==> src/rtl/reg_scoreboard_pkg.sv <==
// Shared pipeline definitions: register addressing and scoreboard sizing.
package reg_scoreboard_pkg;

  localparam int NREG_DEF = 32;     // architectural register count
  localparam int RA_W     = 5;      // register address width
  localparam int CNT_W    = 4;      // outstanding-write counter width (MAX_OUT <= 15)

  // Register address type, also used by the forwarding unit.
  typedef logic [RA_W-1:0] regAddr_t;

  localparam regAddr_t REG_ZERO = 5'd0;

  // r0 is hardwired to zero, so it never produces or consumes a hazard.
  function automatic logic isRealReg(regAddr_t a);
    return a != REG_ZERO;
  endfunction

endpackage

==> src/rtl/reg_scoreboard_hazard_chk.sv <==
// Combinational hazard detection against the pending-write vector.
// A same-cycle legal writeback is bypassed so it releases its readers at once.
module sb_hazard_chk
  import reg_scoreboard_pkg::*;
#(
  parameter int NREG = NREG_DEF
) (
  input  logic [NREG-1:0] pending,
  input  regAddr_t        rsF,
  input  logic            rsUsedF,
  input  regAddr_t        rtF,
  input  logic            rtUsedF,
  input  logic            issueValid,
  input  regAddr_t        issueWa,
  input  logic            wbValid,
  input  regAddr_t        wbWa,
  output logic            rawA,
  output logic            rawB,
  output logic            waw,
  output logic            wbLegal
);

  logic [NREG-1:0] pendEff;

  // Per-register effective pending bit: masked by a writeback to that register.
  for (genvar r = 0; r < NREG; r++) begin : gPendEff
    if (r == 0) begin : gZero
      assign pendEff[r] = 1'b0;
    end else begin : gReal
      assign pendEff[r] = pending[r] & ~(wbValid & (wbWa == regAddr_t'(r)));
    end
  end

  // Hazard terms; r0 is excluded everywhere.
  always_comb begin
    rawA    = rsUsedF    & isRealReg(rsF)     & pendEff[rsF];
    rawB    = rtUsedF    & isRealReg(rtF)     & pendEff[rtF];
    waw     = issueValid & isRealReg(issueWa) & pendEff[issueWa];
    wbLegal = wbValid    & isRealReg(wbWa)    & pending[wbWa];
  end

endmodule

==> src/rtl/reg_scoreboard.sv <==
// Interlock scoreboard for long-latency writers (miss loads, mul/div).
// Tracks in-flight destinations and stalls Fetch on RAW/WAW or a full table.
module reg_scoreboard
  import reg_scoreboard_pkg::*;
#(
  parameter int NREG    = NREG_DEF,
  parameter int MAX_OUT = 4
) (
  input  logic             clk,
  input  logic             rst_n,
  input  regAddr_t         rsF,
  input  regAddr_t         rtF,
  input  logic             rsUsedF,
  input  logic             rtUsedF,
  input  logic             issueValid,
  input  regAddr_t         issueWa,
  input  logic             flush,
  input  logic             wbValid,
  input  regAddr_t         wbWa,
  output logic             stallF,
  output logic [NREG-1:0]  pending,
  output logic [CNT_W-1:0] outCnt,
  output logic             sbErr
);

  localparam logic [CNT_W-1:0] CNT_MAX = CNT_W'(MAX_OUT);

  logic             rawA, rawB, waw, wbLegal;
  logic             full, accept;
  logic [NREG-1:0]  pendNext;
  logic [CNT_W-1:0] cntNext;

  sb_hazard_chk #(.NREG(NREG)) uHaz (
    .pending    (pending),
    .rsF        (rsF),
    .rsUsedF    (rsUsedF),
    .rtF        (rtF),
    .rtUsedF    (rtUsedF),
    .issueValid (issueValid),
    .issueWa    (issueWa),
    .wbValid    (wbValid),
    .wbWa       (wbWa),
    .rawA       (rawA),
    .rawB       (rawB),
    .waw        (waw),
    .wbLegal    (wbLegal)
  );

  // Stall and accept: flush kills the Fetch instruction, so it neither stalls nor issues.
  always_comb begin
    full   = (outCnt == CNT_MAX) & ~wbLegal;
    stallF = ~flush & (rawA | rawB | waw | (issueValid & full));
    accept = issueValid & isRealReg(issueWa) & ~stallF & ~flush;
  end

  // Next pending vector: clear on legal writeback, then set on accept so set wins.
  always_comb begin
    pendNext = pending;
    if (wbLegal) pendNext[wbWa]    = 1'b0;
    if (accept)  pendNext[issueWa] = 1'b1;
    pendNext[0] = 1'b0;
  end

  // Next count: an issue and a writeback in the same cycle cancel out.
  always_comb begin
    cntNext = outCnt;
    if (accept && !wbLegal)      cntNext = outCnt + CNT_W'(1);
    else if (!accept && wbLegal) cntNext = outCnt - CNT_W'(1);
  end

  // Tracking state; an illegal writeback leaves it untouched by construction.
  always_ff @(posedge clk or negedge rst_n) begin
    if (!rst_n) begin
      pending <= '0;
      outCnt  <= '0;
    end else begin
      pending <= pendNext;
      outCnt  <= cntNext;
    end
  end

  // Sticky error: writeback to r0 or to a register with no write in flight.
  always_ff @(posedge clk or negedge rst_n) begin
    if (!rst_n)                   sbErr <= 1'b0;
    else if (wbValid && !wbLegal) sbErr <= 1'b1;
  end

endmodule
==> config.mk <==
export PLATFORM = sky130hd
export DESIGN_NAME = reg_scoreboard
export DESIGN_NICKNAME = d
export VERILOG_FILES = /design/src/rtl/reg_scoreboard_pkg.sv /design/src/rtl/reg_scoreboard_hazard_chk.sv /design/src/rtl/reg_scoreboard.sv
export SDC_FILE = /design/constraint.sdc
export NUM_CORES = 1
export LEC_CHECK = 0
export ABC_AREA = 1
export BUFFER_PORTS_ARGS = -buffer_cell sky130_fd_sc_hd__buf_2
export CELL_PAD_IN_SITES_DETAIL_PLACEMENT = 0
export CELL_PAD_IN_SITES_GLOBAL_PLACEMENT = 1
export CORE_ASPECT_RATIO = 0.8
export CORE_MARGIN = 2
export CORE_UTILIZATION = 42
export CTS_BUF_LIST = sky130_fd_sc_hd__clkbuf_2 sky130_fd_sc_hd__clkbuf_4 sky130_fd_sc_hd__clkbuf_8
export DETAILED_ROUTE_END_ITERATION = 10
export GPL_TIMING_DRIVEN = 0
export PLACE_DENSITY_LB_ADDON = 0.1
export RECOVER_POWER = 100
export SLEW_MARGIN = 30
export SYNTH_ARGS = -nofsm -noshare
export SYNTH_HDL_FRONTEND = slang
export SYNTH_SLANG_ARGS = --single-unit
==> constraint.sdc <==
create_clock -name clk -period 4.1 [get_ports clk]
set_clock_uncertainty 0.05 [all_clocks]
set_input_delay 1.025 -clock clk [delete_from_list [all_inputs] [get_ports clk]]
set_output_delay 1.025 -clock clk [all_outputs]
set_load 0.005 [all_outputs]
; Word level (Yosys, flattened, before mapping)
; Cells that the tools add are included.
[classes]
add_sub_neg = 2
n_lt_le_gt_ge = 6
n_eq_ne = 32
muxes = 16
bitwise = 115
n_reduce_logical = 12
[ops]
columns = cell, n
row1 = "equality test 5 bit, second input constant", 16
row2 = bitwise AND 1 bit, 75
row3 = two-way mux 32 bit, 2
row4 = "equality test 5 x 4 -> 1 bit, second input constant", 8
row5 = inverter 1 bit, 34
row6 = bitwise AND 32 bit, 1
row7 = inverter 32 bit, 1
row8 = bitwise OR 32 bit, 1
row9 = "less-than comparator 5 x 6 -> 1 bit, second input constant", 4
row10 = binary-select mux 1 bit (select 5 bit), 4
row11 = "equality test 5 x 3 -> 1 bit, second input constant", 4
row12 = nonzero test 5 bit, 4
row13 = demux 1 bit (select 5 bit), 2
row14 = "equality test 5 x 2 -> 1 bit, second input constant", 2
row15 = ">= comparator 5 x 1 -> 1 bit, second input constant", 2
row16 = two-way mux 4 bit, 2
row17 = two-way mux 1 bit, 6
row18 = "equality test 5 x 1 -> 1 bit, second input constant", 1
row19 = logical AND 1 bit, 5
row20 = "adder 4 x 1 -> 4 bit, second input constant", 1
row21 = "equality test 4 x 3 -> 1 bit, second input constant", 1
row22 = "subtractor 4 x 1 -> 4 bit, second input constant", 1
row23 = bitwise OR 1 bit, 3
row24 = logical NOT 1 bit, 2
row25 = nonzero test 2 bit, 1
[word_totals]
regBits = 36
inputBits = 27
output_inout_bits = 38
elab_cells = 186

; Longest topological paths before layout
; Gate-level depths: netlist of run 1.
[logic_depth]
word_depth = 18
mapped_depth = 26
ltp_nobuf = 26

; By module
; Synthesis of run 1 repeated with hierarchy kept, for this count alone.
[unflattened]
cells_unflattened = 573
area_unflattened_um2 = 3533.4
[modules_own_cells]
columns = mod, instances, cells_per_inst, area_each_um2, seq_area_each_um2
row1 = reg_scoreboard, 1, 240, 1904.3, 900.9
row2 = sb_hazard_chk, 1, 333, 1629.1, 0.0

; Worst setup path before layout of run 1
; OpenSTA, ideal clock, no wires.
[synth_path]
path_type = input-to-reg
startpoint = input wbWa[4]
endpoint = register outCnt[3]
setup_ps = 125
t_arrival_ps = 3512
t_required_ps = 3925
slack_ps = 413
stages = 24
path_buffers = 1
cell_sequence = buf_2 -> inv_2 -> nor2_2 -> nand3_1 -> nand2_1 -> a21oi_1 -> nand3_1 -> nand2_1 -> nor2_1 -> nor2_1 -> nor2_1 -> nor2_1 -> nor2_4 -> nand2_1 -> nor3_1 -> ha_1 -> inv_1 -> ha_1 -> a21o_1 -> a21oi_1 -> nand2_1 -> nand2_1 -> nor2_1 -> xor2_1
[synth_via]
elab_chain_cells = 17
elab_cells_between_ends = 154
cone_classes = eq/ne: 31 / mux: 9 / bitwise: 108 / reduce/logical: 6
[synth_lines]
columns = item, line_no
row1 = start: declaration, reg_scoreboard.sv:19  ; input regAddr_t wbWa,
row2 = "equality test 5 x 1 -> 1 bit, or another cell as far along", reg_scoreboard_hazard_chk.sv:30  ; assign pendEff[r] = pending[r] & ~(wbValid & (wbWa == regAddr_t'(r)));
row3 = bitwise AND 1 bit, reg_scoreboard_hazard_chk.sv:30
row4 = inverter 1 bit, reg_scoreboard_hazard_chk.sv:30
row5 = bitwise AND 1 bit, reg_scoreboard_hazard_chk.sv:30
row6 = binary-select mux 1 bit (select 5 bit) (on tied branches), "reg_scoreboard_hazard_chk.sv:36, reg_scoreboard_hazard_chk.sv:37"
row7 = two-way mux 1 bit (on tied branches), "reg_scoreboard_hazard_chk.sv:36, reg_scoreboard_hazard_chk.sv:37"
row8 = bitwise AND 1 bit (on tied branches), "reg_scoreboard_hazard_chk.sv:36, reg_scoreboard_hazard_chk.sv:37"
row9 = bitwise OR 1 bit (3 in series), reg_scoreboard.sv:52  ; stallF = ~flush & (rawA | rawB | waw | (issueValid & full));
row10 = bitwise AND 1 bit, reg_scoreboard.sv:52
row11 = inverter 1 bit, reg_scoreboard.sv:53  ; accept = issueValid & isRealReg(issueWa) & ~stallF & ~flush;
row12 = bitwise AND 1 bit (2 in series), reg_scoreboard.sv:53
row13 = logical NOT 1 bit, reg_scoreboard.sv:68  ; else if (!accept && wbLegal) cntNext = outCnt - CNT_W'(1);
row14 = logical AND 1 bit, reg_scoreboard.sv:68
row15 = nonzero test 2 bit (no line), -
row16 = end signal: assignment, reg_scoreboard.sv:78  ; outCnt <= cntNext;
row17 = end: declaration, reg_scoreboard.sv:22  ; output logic [CNT_W-1:0] outCnt,
; Several ways; a longest one is shown, not always the timed one. The select of a mux whose other input is x is not followed.
; A chain may end at the register's enable or synchronous reset.

; Worst setup path in the final report of run 1
[layout_path]
startpoint = input wbWa[0]
endpoint = output stallF
[layout_via]
elab_chain_cells = 11
elab_cells_between_ends = 145
cone_classes = eq/ne: 31 / mux: 8 / bitwise: 105 / reduce/logical: 1
[layout_lines]
columns = item, line_no
row1 = "equality test 5 x 1 -> 1 bit, or another cell as far along", reg_scoreboard_hazard_chk.sv:30
row2 = bitwise AND 1 bit, reg_scoreboard_hazard_chk.sv:30
row3 = inverter 1 bit, reg_scoreboard_hazard_chk.sv:30
row4 = bitwise AND 1 bit, reg_scoreboard_hazard_chk.sv:30
row5 = binary-select mux 1 bit (select 5 bit) (on tied branches), "reg_scoreboard_hazard_chk.sv:36, reg_scoreboard_hazard_chk.sv:37"
row6 = two-way mux 1 bit (on tied branches), "reg_scoreboard_hazard_chk.sv:36, reg_scoreboard_hazard_chk.sv:37"
row7 = bitwise AND 1 bit (on tied branches), "reg_scoreboard_hazard_chk.sv:36, reg_scoreboard_hazard_chk.sv:37"
row8 = bitwise OR 1 bit (2 in series), reg_scoreboard.sv:52
row9 = bitwise OR 1 bit *, reg_scoreboard.sv:52
row10 = bitwise AND 1 bit *, reg_scoreboard.sv:52
row11 = end: declaration, reg_scoreboard.sv:20  ; output logic stallF,
; Every way passes the cells marked *; elsewhere a longest branch is shown, timed or not. The select of a mux whose other input is x is not followed.

==> metrics.txt, run 1 <==
IO Port Bufs 59; PwrDens 320.5 nW/µm²; clock sink count 36; critical path fanouts, max 7; Critical-path top delay cell nor2_4; DRT Pass-1 Iters 5; worst hold path type flop to flop; Clock transition at path regs 0.07 ns; leading cell type by number of instances after synthesis nand2_1; Root Driver clkbuf_8; Commonest cells post-synth 200 x nand2_1, 82 x nand3_1, 68 x nor2_1; drt drc 0; Post-synth EDFFs 0; row count 29; CTS buffer count 5; fillers 828; CP peak stage delay 0.23 ns; DP Area 3786 µm²; slew at the pin closest to its max-slew limit 1.904 ns; Levels on crit path 17; CP Class primary input to output pin; syn_area_per_cell 5.992 µm²; post-synth top area share 0.2685; setup TNS 0 ns; count of cell types in the netlist 32; Reg area 900.9 µm²; initial antenna violation count 0; pin count of the biggest net entering global routing 37; area leader, netlist dfrtp_1; CTS tree built; maximum clock frequency 252.7 MHz; maximum vdd drop 0.2779 mV; Routed WL 13740 µm; leading post-synthesis cells by cell area dfrtp_1 27%, nand2_1 22%, nand3_1 12%; post-synthesis sequential area ratio 0.2685; first-pass GRT wire length 20950 µm; Slew headroom -0.2693; Antenna Nets Post-Route 0; worst hold margin 0.4177 ns; cell count of the worst reg-to-reg path 22; total track usage 0.3079; Syn-to-layout area delta 23.53%; arrival time worst endpoint 2.88 ns; Remaining Overflow, GRT 0; Ports 65; die area 8725 µm²; Post-Syn Nets 591; Die Span Y 83.95 µm; top_reg_cell synth dfrtp_1; Max clock buf depth 2; RePlAce Congestion 0.9937; Mapped Area 3356 µm²; Worst Path Required 3.02 ns; share of cells above drive strength 1 0.2150; footprint of the multi-input gates 2267 µm²; crit-path cells clkbuf_4 -> inv_2 -> nor2_4 -> buf_6 -> buf_12 -> nand2_1 -> nand4_1 -> a21oi_1 -> nand4_1 -> o211ai_2 -> nand2_1 -> nand2_1 -> nor2_4 -> nand2_2 -> nand2_1 -> inv_1 -> buf_2; Max Slew Vio Count 37; Syn Inst Count 560; hold_buf cts 0; CP Buf/Inv Count 6; crit-path leading delay family simple AND/OR/NAND/NOR gates; most used cell, CP nand2_1; n_diodes 0; H-tree levels 2; Clock Latency Late Sink 0.29 ns; leakage 0.002155 µW; Iter 0 DRT Violations 348; Worst Hold Depth 1; Final setup viols 0; Via Count 4278; startpoint class of the critical path primary input; Vias per Instance 5.704; core box area 7838 µm²; period utilization 0.9653; Design Area, Final 4145 µm²; Syn. warnings 0; DP HPWL 10370 µm; Avg WL per Cell 18.32 µm; Critical Path Sink Type output pin; max_cap viols 1; failing checks max-capacitance violations, max-slew violations; final hold vios 0; Initial Util 0.4282; Chip Width 103.9 µm; asr flop ratio synth 1.000; status finished with violations; synthesized flop and latch total 36; Layout Nets 672; number of global-route vias before repair 3894; min Tclk post-route 3.958 ns
routing by layer:
layer | up-vias | wire length [µm] | GRT usage
li1 | 2021 | - | -
met1 | 1945 | 6057 | 0.4349
met2 | 274 | 5718 | 0.4575
met3 | 38 | 1448 | 0.07104
met4 | 0 | 517 | 0.1143
met5 | - | 0 | 0
where the power goes:
group          total (µW)  switching (µW)  leakage, µW  internal, µW
Combinational         562             346      0.00163           217
Sequential            518            99.0     0.000476           419
Clock                 248             129    0.0000479           118
Total                1330             574      0.00216           754
path summary, 6_finish.rpt:
path	start	end	slack [ns]
setup / recovery	wbWa[0]	stallF	0.14
hold / removal	sbErr	sbErr	0.42
setup reg to reg	pending[17]	outCnt[3]	1.14
hold reg to reg	sbErr	sbErr	0.42
max in group asynchronous	rst_n	pending[21]	1.69
min in group asynchronous	rst_n	outCnt[2]	1.20
flip-flops by register name (all words and copies together), names as in the netlist:
name     cells
outCnt       4
pending     31
sbErr        1
cells by family after synthesis:
| logic type | share of synthesized area |
|---|---|
| AO/OA/AOI/OAI | 0.07494 |
| XOR/XNOR | 0.007831 |
| adder cells (fa/ha/maj) | 0.01715 |
| buffers and inverters | 0.09060 |
| flip-flops | 0.2685 |
| other | 0.001117 |
| AND/OR/NAND/NOR | 0.5399 |
cells in the final DEF, fill, tap and decap left out, drive strengths merged:
| cell type | count |
|---|---|
| a21o | 2 |
| dfrtp | 36 |
| clkinv | 4 |
| nor4b | 1 |
| o21bai | 1 |
| buf | 76 |
| a21oi | 11 |
| nand4 | 44 |
| nand2 | 202 |
| nor3 | 2 |
| clkbuf | 27 |
| a31oi | 1 |
| nor2 | 78 |
| ha | 3 |
| o211ai | 7 |
| inv | 43 |
| nand3 | 82 |
| xor2 | 1 |
| xnor2 | 2 |
| a22oi | 10 |
| fa | 1 |
| o21ai | 7 |
| conb | 1 |
repair_timing:
| action | CTS | global route |
|---|---|---|
| resized for setup | 1 | 48 |
| buffers inserted | 0 | 15 |
| endpoints found under the setup margin | 1 | 2 |
| pin swaps | 0 | 15 |
final cells by class:
cell class | instances | share of cell area
tap | 108 | 0.03260
sequential | 36 | 0.2173
timing repair buffer | 74 | 0.1014
buffer | 24 | 0.04014
clock inverter | 3 | 0.004528
inverter | 44 | 0.04045
clock buffer | 5 | 0.01660
multi-input combinational | 456 | 0.5469
stage by stage:
step / util / instances / total power (µW) / setup slack [ns]
after floorplan: - / 560 / 805.4 / 0.4132
after global placement: 0.4831 / 727 / 1024 / -0.3036
after detailed placement: 0.4831 / 727 / 1026 / -0.2923
after CTS: 0.4949 / 735 / 1272 / 0.002906
after global routing: 0.5289 / 750 / 1420 / -0.03409
final: 0.5289 / 750 / 1328 / 0.1424
worst reg2reg max path: stages, from the launching register on:
cell	delay (ns)
dfrtp_1	0.44
nand2_1	0.23
nand2_1	0.08
nand2_1	0.07
inv_1	0.03
nand2_1	0.06
nand2_1	0.05
nand2_1	0.06
nor2_1	0.04
nor2_1	0.08
nor2_1	0.09
nor2_4	0.15
nand2_2	0.07
nor3_2	0.13
ha_2	0.21
inv_1	0.08
ha_1	0.29
a21o_1	0.19
a21oi_2	0.15
nand2_1	0.06
nand2_1	0.05
nor2_1	0.05
xor2_1	0.13
Power figures use the tool's default switching activity.
==> inputs of run 2 (changes only) <==
CORE_MARGIN = 5   (was 2)
==> run 2 against run 1 <==
  * Setup slack worse by 0.0070 ns
  * Global-route usage shrank 3.6 points
  * Via count fell by 2.6%
  * The flow still finishes with violations (max-capacitance violations, max-slew violations)
  * Combinational power fell by 3%
  * Routed wire length down 1.5%
  * Sequential cell count stayed put
  * Cell count fell by 0.80%
  * Final area is 1.8% lower
  * First-iteration DRC count increased by 2.0%
==> metrics.txt, run 2 (synthesis gave the netlist of run 1 again) <==
CTS tree built; period utilization 0.9670; cell count of the worst reg-to-reg path 19; critical path fanouts, max 10; row count 29; Syn-to-layout area delta 21.25%; status finished with violations; Via Count 4168; Critical Path Sink Type output pin; most frequent cells in the layout 186 x nand2_1, 80 x nand3_1, 66 x nor2_1; CTS buffer count 5; clock sink count 36; end of the worst hold path sbErr; DRT Pass-1 Iters 7; final hold vios 0; Core Util, Final 0.5168; maximum vdd drop 0.2554 mV; H-tree levels 2; commonest non-fill, non-tap cell in the layout nand2_1; leakage 0.002129 µW; Top reg by flops pending; Max clock buf depth 2; worst hold margin 0.4051 ns; Remaining Overflow, GRT 0; slew at the pin closest to its max-slew limit 1.910 ns; IO Port Bufs 59; Slew headroom -0.2733; worst hold path type flop to flop; hold path start sbErr; Clock transition at path regs 0.08 ns; first-pass GRT wire length 20880 µm; DP HPWL 10520 µm; Root Driver clkbuf_8; max_cap viols 1; CP peak stage delay 0.29 ns; crit-path cells clkbuf_1 -> clkbuf_4 -> nand3_1 -> nand2_1 -> nor2_1 -> o21ai_0 -> nand2_1 -> nand2_1 -> nand2_1 -> nand3_1 -> nand2_2 -> nand2_2 -> nand2_1 -> nand2_1 -> inv_1 -> buf_2; initial antenna violation count 0; fin cells 744; CP Class primary input to output pin; Avg WL per Cell 18.20 µm; CP Buf/Inv Count 4; Crit Reg-Reg Endpoint outCnt[3]; hold_buf cts 0; Clock Latency Late Sink 0.29 ns; RR Startpoint pending[23]; arrival time worst endpoint 2.89 ns; startpoint class of the critical path primary input; number of global-route vias before repair 3719; drt drc 0; PwrDens 337.0 nW/µm²; Vias per Instance 5.602; R2R Setup Slk 1.02 ns; Initial Util 0.4262; pin count of the biggest net entering global routing 37; total track usage 0.2723; crit path launch wbValid; Final setup viols 0; Max Slew Vio Count 37; most used cell, CP nand2_1; failing checks max-capacitance violations, max-slew violations; die area 9889 µm²; crit-path leading delay family simple AND/OR/NAND/NOR gates; maximum clock frequency 252.2 MHz; Routed WL 13540 µm; Die Span Y 89.95 µm; n_diodes 0; Layout Nets 666; Iter 0 DRT Violations 355; biggest regs pending x31, outCnt x4, sbErr x1; Cells after DPL 727; RePlAce Congestion 0.9852; Worst Path Required 3.02 ns; Antenna Nets Post-Route 0; Worst Hold Depth 1; Critical-path top delay cell clkbuf_4; number of flip-flops in the largest register 31; share of cells above drive strength 1 0.1965; Ports 65; min Tclk post-route 3.965 ns; core box area 7874 µm²; Chip Width 109.9 µm
-- run 2: cell count changes in the layout (fill, tap and decap cells not counted), moves of 2 or more --
cell	before	now
buf_4	18	13
buf_12	2	0
clkbuf_2	2	0
nand2_4	2	0
nand3_1	77	80
nand3_2	5	2
nand2_1	184	186
buf_2	51	53
-- run 2: worst max path at each step --
stage / to / slack [ns] / cells past startpoint
global placement: outCnt[3] / -0.30 / 23
detailed placement: outCnt[3] / -0.27 / 24
global route: outCnt[3] / -0.008 / 26
finish: stallF / 0.14 / 16
CTS: stallF / 0.04 / 18
floorplan: outCnt[3] / 0.41 / 24
-- run 2: area by class of cell --
class	instances	area, µm²
clock buffer	5	68.82
sequential	36	900.9
inverter	44	167.7
buffer	24	157.7
fill	863	3805
tap	108	135.1
clock inverter	3	42.54
multi-input combinational	456	2227
timing repair buffer	68	369.1
-- run 2: stage by stage --
stage                     power (µW)  setup slack, ns  instance area [µm²]  setup TNS [ns]
after detailed placement        1028          -0.2678                 3786         -0.2678
final                           1371           0.1354                 4069               0
after floorplan                805.4           0.4132                 3356               0
after CTS                       1338          0.03771                 3902               0
after global placement          1027          -0.3026                 3786         -0.3364
after global routing            1458        -0.008164                 4069       -0.008164
-- run 2: report_power, final --
group          switching, µW  total, µW  leakage (µW)  internal, µW
Clock                    131        311     0.0000541           180
Combinational            339        544       0.00160           205
Sequential              96.6        516      0.000476           419
Total                    567       1370       0.00213           805
-- run 2: routing by layer --
metal	routed length, µm	GRT usage	up-vias
met4	244	0.05919	0
met1	5893	0.4105	1901
li1	-	-	2005
met5	0	0	-
met3	1408	0.04585	25
met2	5995	0.4045	237
-- run 2: timing repair --
item	CTS	global route
pin swaps	0	9
buffers inserted	0	8
gates cloned	0	1
gates resized for setup	1	32
endpoints found under the setup margin	2	2
==> inputs of run 3 (changes only) <==
==> constraint.sdc (replaced) <==
create_clock -name clk -period 4.1 [get_ports clk]
set_clock_uncertainty 0.05 [all_clocks]
set_input_delay 0.41 -clock clk [delete_from_list [all_inputs] [get_ports clk]]
set_output_delay 0.41 -clock clk [all_outputs]
set_load 0.005 [all_outputs]
==> run 3 against run 2 <==
  * The run still ends with max-capacitance violations, max-slew violations left
  * Largest cell class unchanged
  * Cell count fell by 1.2%
  * Die area unchanged
  * Sequential share of layout area rose by 1.1 points
  * Core utilization shrank 2.4 points
  * Combinational power fell by 5.0%
  * Via count decreased by 2.3%
  * Maximum frequency increased by 11%
  * Global-route usage about the same
==> metrics.txt, run 3 (synthesis gave the netlist of run 1 again) <==
Reg area 900.9 µm²; startpoint class of the critical path primary input; Remaining Overflow, GRT 0; RSZ-0062 raised after global routing no; Ports 65; DP HPWL 10520 µm; Via Count 4072; slew at the pin closest to its max-slew limit 1.910 ns; worst hold path type flop to flop; leakage 0.002064 µW; die area 9889 µm²; Antenna Nets Post-Route 0; most frequent cells in the layout 201 x nand2_1, 82 x nand3_1, 68 x nor2_1; maximum vdd drop 0.2422 mV; footprint of the multi-input gates 2148 µm²; drt drc 0; cell count of the worst reg-to-reg path 19; clock sink count 36; Max Slew Vio Count 37; Vias per Instance 5.540; Syn-to-layout area delta 15.62%; Final setup viols 0; number of global-route vias before repair 3740; DRT Pass-1 Iters 6; hold_buf cts 0; n_diodes 0; maximum clock frequency 280.8 MHz; critical path fanouts, max 10; number of flip-flops in the largest register 31; most used cell, CP nand2_1; status finished with violations; initial antenna violation count 0; Iter 0 DRT Violations 389; crit-path cells buf_2 -> nor2_2 -> buf_4 -> nand3_1 -> nand2_1 -> nand2_1 -> nand3_1 -> nand2_1 -> nor2_1 -> nand2_1 -> nand3_1 -> nand2_1 -> nand2_1 -> nand2_1 -> nor3_1 -> ha_1 -> inv_1 -> ha_1 -> a21o_1 -> a21oi_1 -> nor2_1 -> nor2_1 -> xor2_1; Die Span Y 89.95 µm; CP peak stage delay 0.30 ns; Critical Path Sink Type flop; Chip Width 109.9 µm; biggest regs pending x31, outCnt x4, sbErr x1; IO Port Bufs 59; H-tree levels 2; commonest non-fill, non-tap cell in the layout nand2_1; min Tclk post-route 3.561 ns; Slew headroom -0.2734; Initial Util 0.4262; Routed WL 13330 µm; total track usage 0.2720; share of cells above drive strength 1 0.1499; pin count of the biggest net entering global routing 37; PwrDens 345.1 nW/µm²; first-pass GRT wire length 20860 µm; CTS tree built; Avg WL per Cell 18.14 µm; post-CTS sizing 0; Max clock buf depth 2; max_cap viols 1; RePlAce Congestion 0.9852; Top reg by flops pending; Worst Path Required 4.27 ns; Core Util, Final 0.4928; arrival time worst endpoint 3.73 ns; CTS buffer count 5; core box area 7874 µm²; Critical-path top delay cell nor2_2; Root Driver clkbuf_8; Clock Latency Late Sink 0.29 ns; Worst Hold Depth 1; final hold vios 0; row count 29; post-CTS setup buffers 0; Clock transition at path regs 0.08 ns; period utilization 0.8685; fillers 876; CP Class primary input to flop; failing checks max-capacitance violations, max-slew violations; Layout Nets 657; setup TNS 0 ns
-- run 3: cell types whose count changed in the layout (fill, tap and decap cells not counted), moves of 2 or more --
cell	change
nand3_1	+2
nor2_4	-4
nor2_2	+2
nor2_1	+2
nand2_2	-15
nand3_2	-2
clkbuf_4	-3
buf_4	-7
buf_2	+3
nand2_1	+15
-- run 3: through the flow --
step                area, µm²  setup WS (ns)  total power [µW]  std cells  hold slack, ns
floorplan                3356          1.028             805.4        560         0.06441
global placement         3786         0.3124              1027        727          0.3922
detailed placement       3786         0.3472              1028        727          0.3924
CTS                      3897         0.6122              1338        735          0.1753
global route             3880         0.2009              1427        735          0.4488
finish                   3880         0.5391              1339        735          0.4058
-- run 3: where the power goes --
part | switching (µW) | internal [µW] | total [µW] | leakage (µW)
clock network | 131 | 180 | 310 | 0.0000541
logic | 329 | 188 | 517 | 0.00153
registers | 92.5 | 419 | 512 | 0.000476
-- run 3: layout make-up --
cell class                      count  area share
Clock buffer                        5     0.01774
Timing Repair Buffer               59     0.07320
Clock inverter                      3     0.01096
Buffer                             24     0.03483
Tap cell                          108     0.03483
Sequential cell                    36      0.2322
Multi-Input combinational cell    456      0.5537
Inverter                           44     0.04257
-- run 3: worst max-delay path: cells and delay by family --
kind	cells	cell delay [ns]
xor+xnor	1	0.15
simple gates	15	1.84
buf+inv	3	0.49
fa+ha+maj	2	0.49
compound gates	2	0.35
-- run 3: routing by layer --
layer / vias up / routed length (µm) / GRT usage
met3: 12 / 1510 / 0.04585
met1: 1831 / 5774 / 0.4069
li1: 1989 / - / -
met4: 0 / 137 / 0.06334
met5: - / 0 / 0
met2: 240 / 5911 / 0.4056
-- run 3: worst paths after layout --
kind / startpoint / end / slack, ns
min in group asynchronous: rst_n / outCnt[0] / 0.59
worst max register to register: pending[1] / outCnt[3] / 0.97
max in group asynchronous: rst_n / pending[30] / 2.31
worst min-delay path: sbErr / sbErr / 0.41
worst max-delay path: wbWa[1] / outCnt[3] / 0.54
worst min register to register: sbErr / sbErr / 0.41
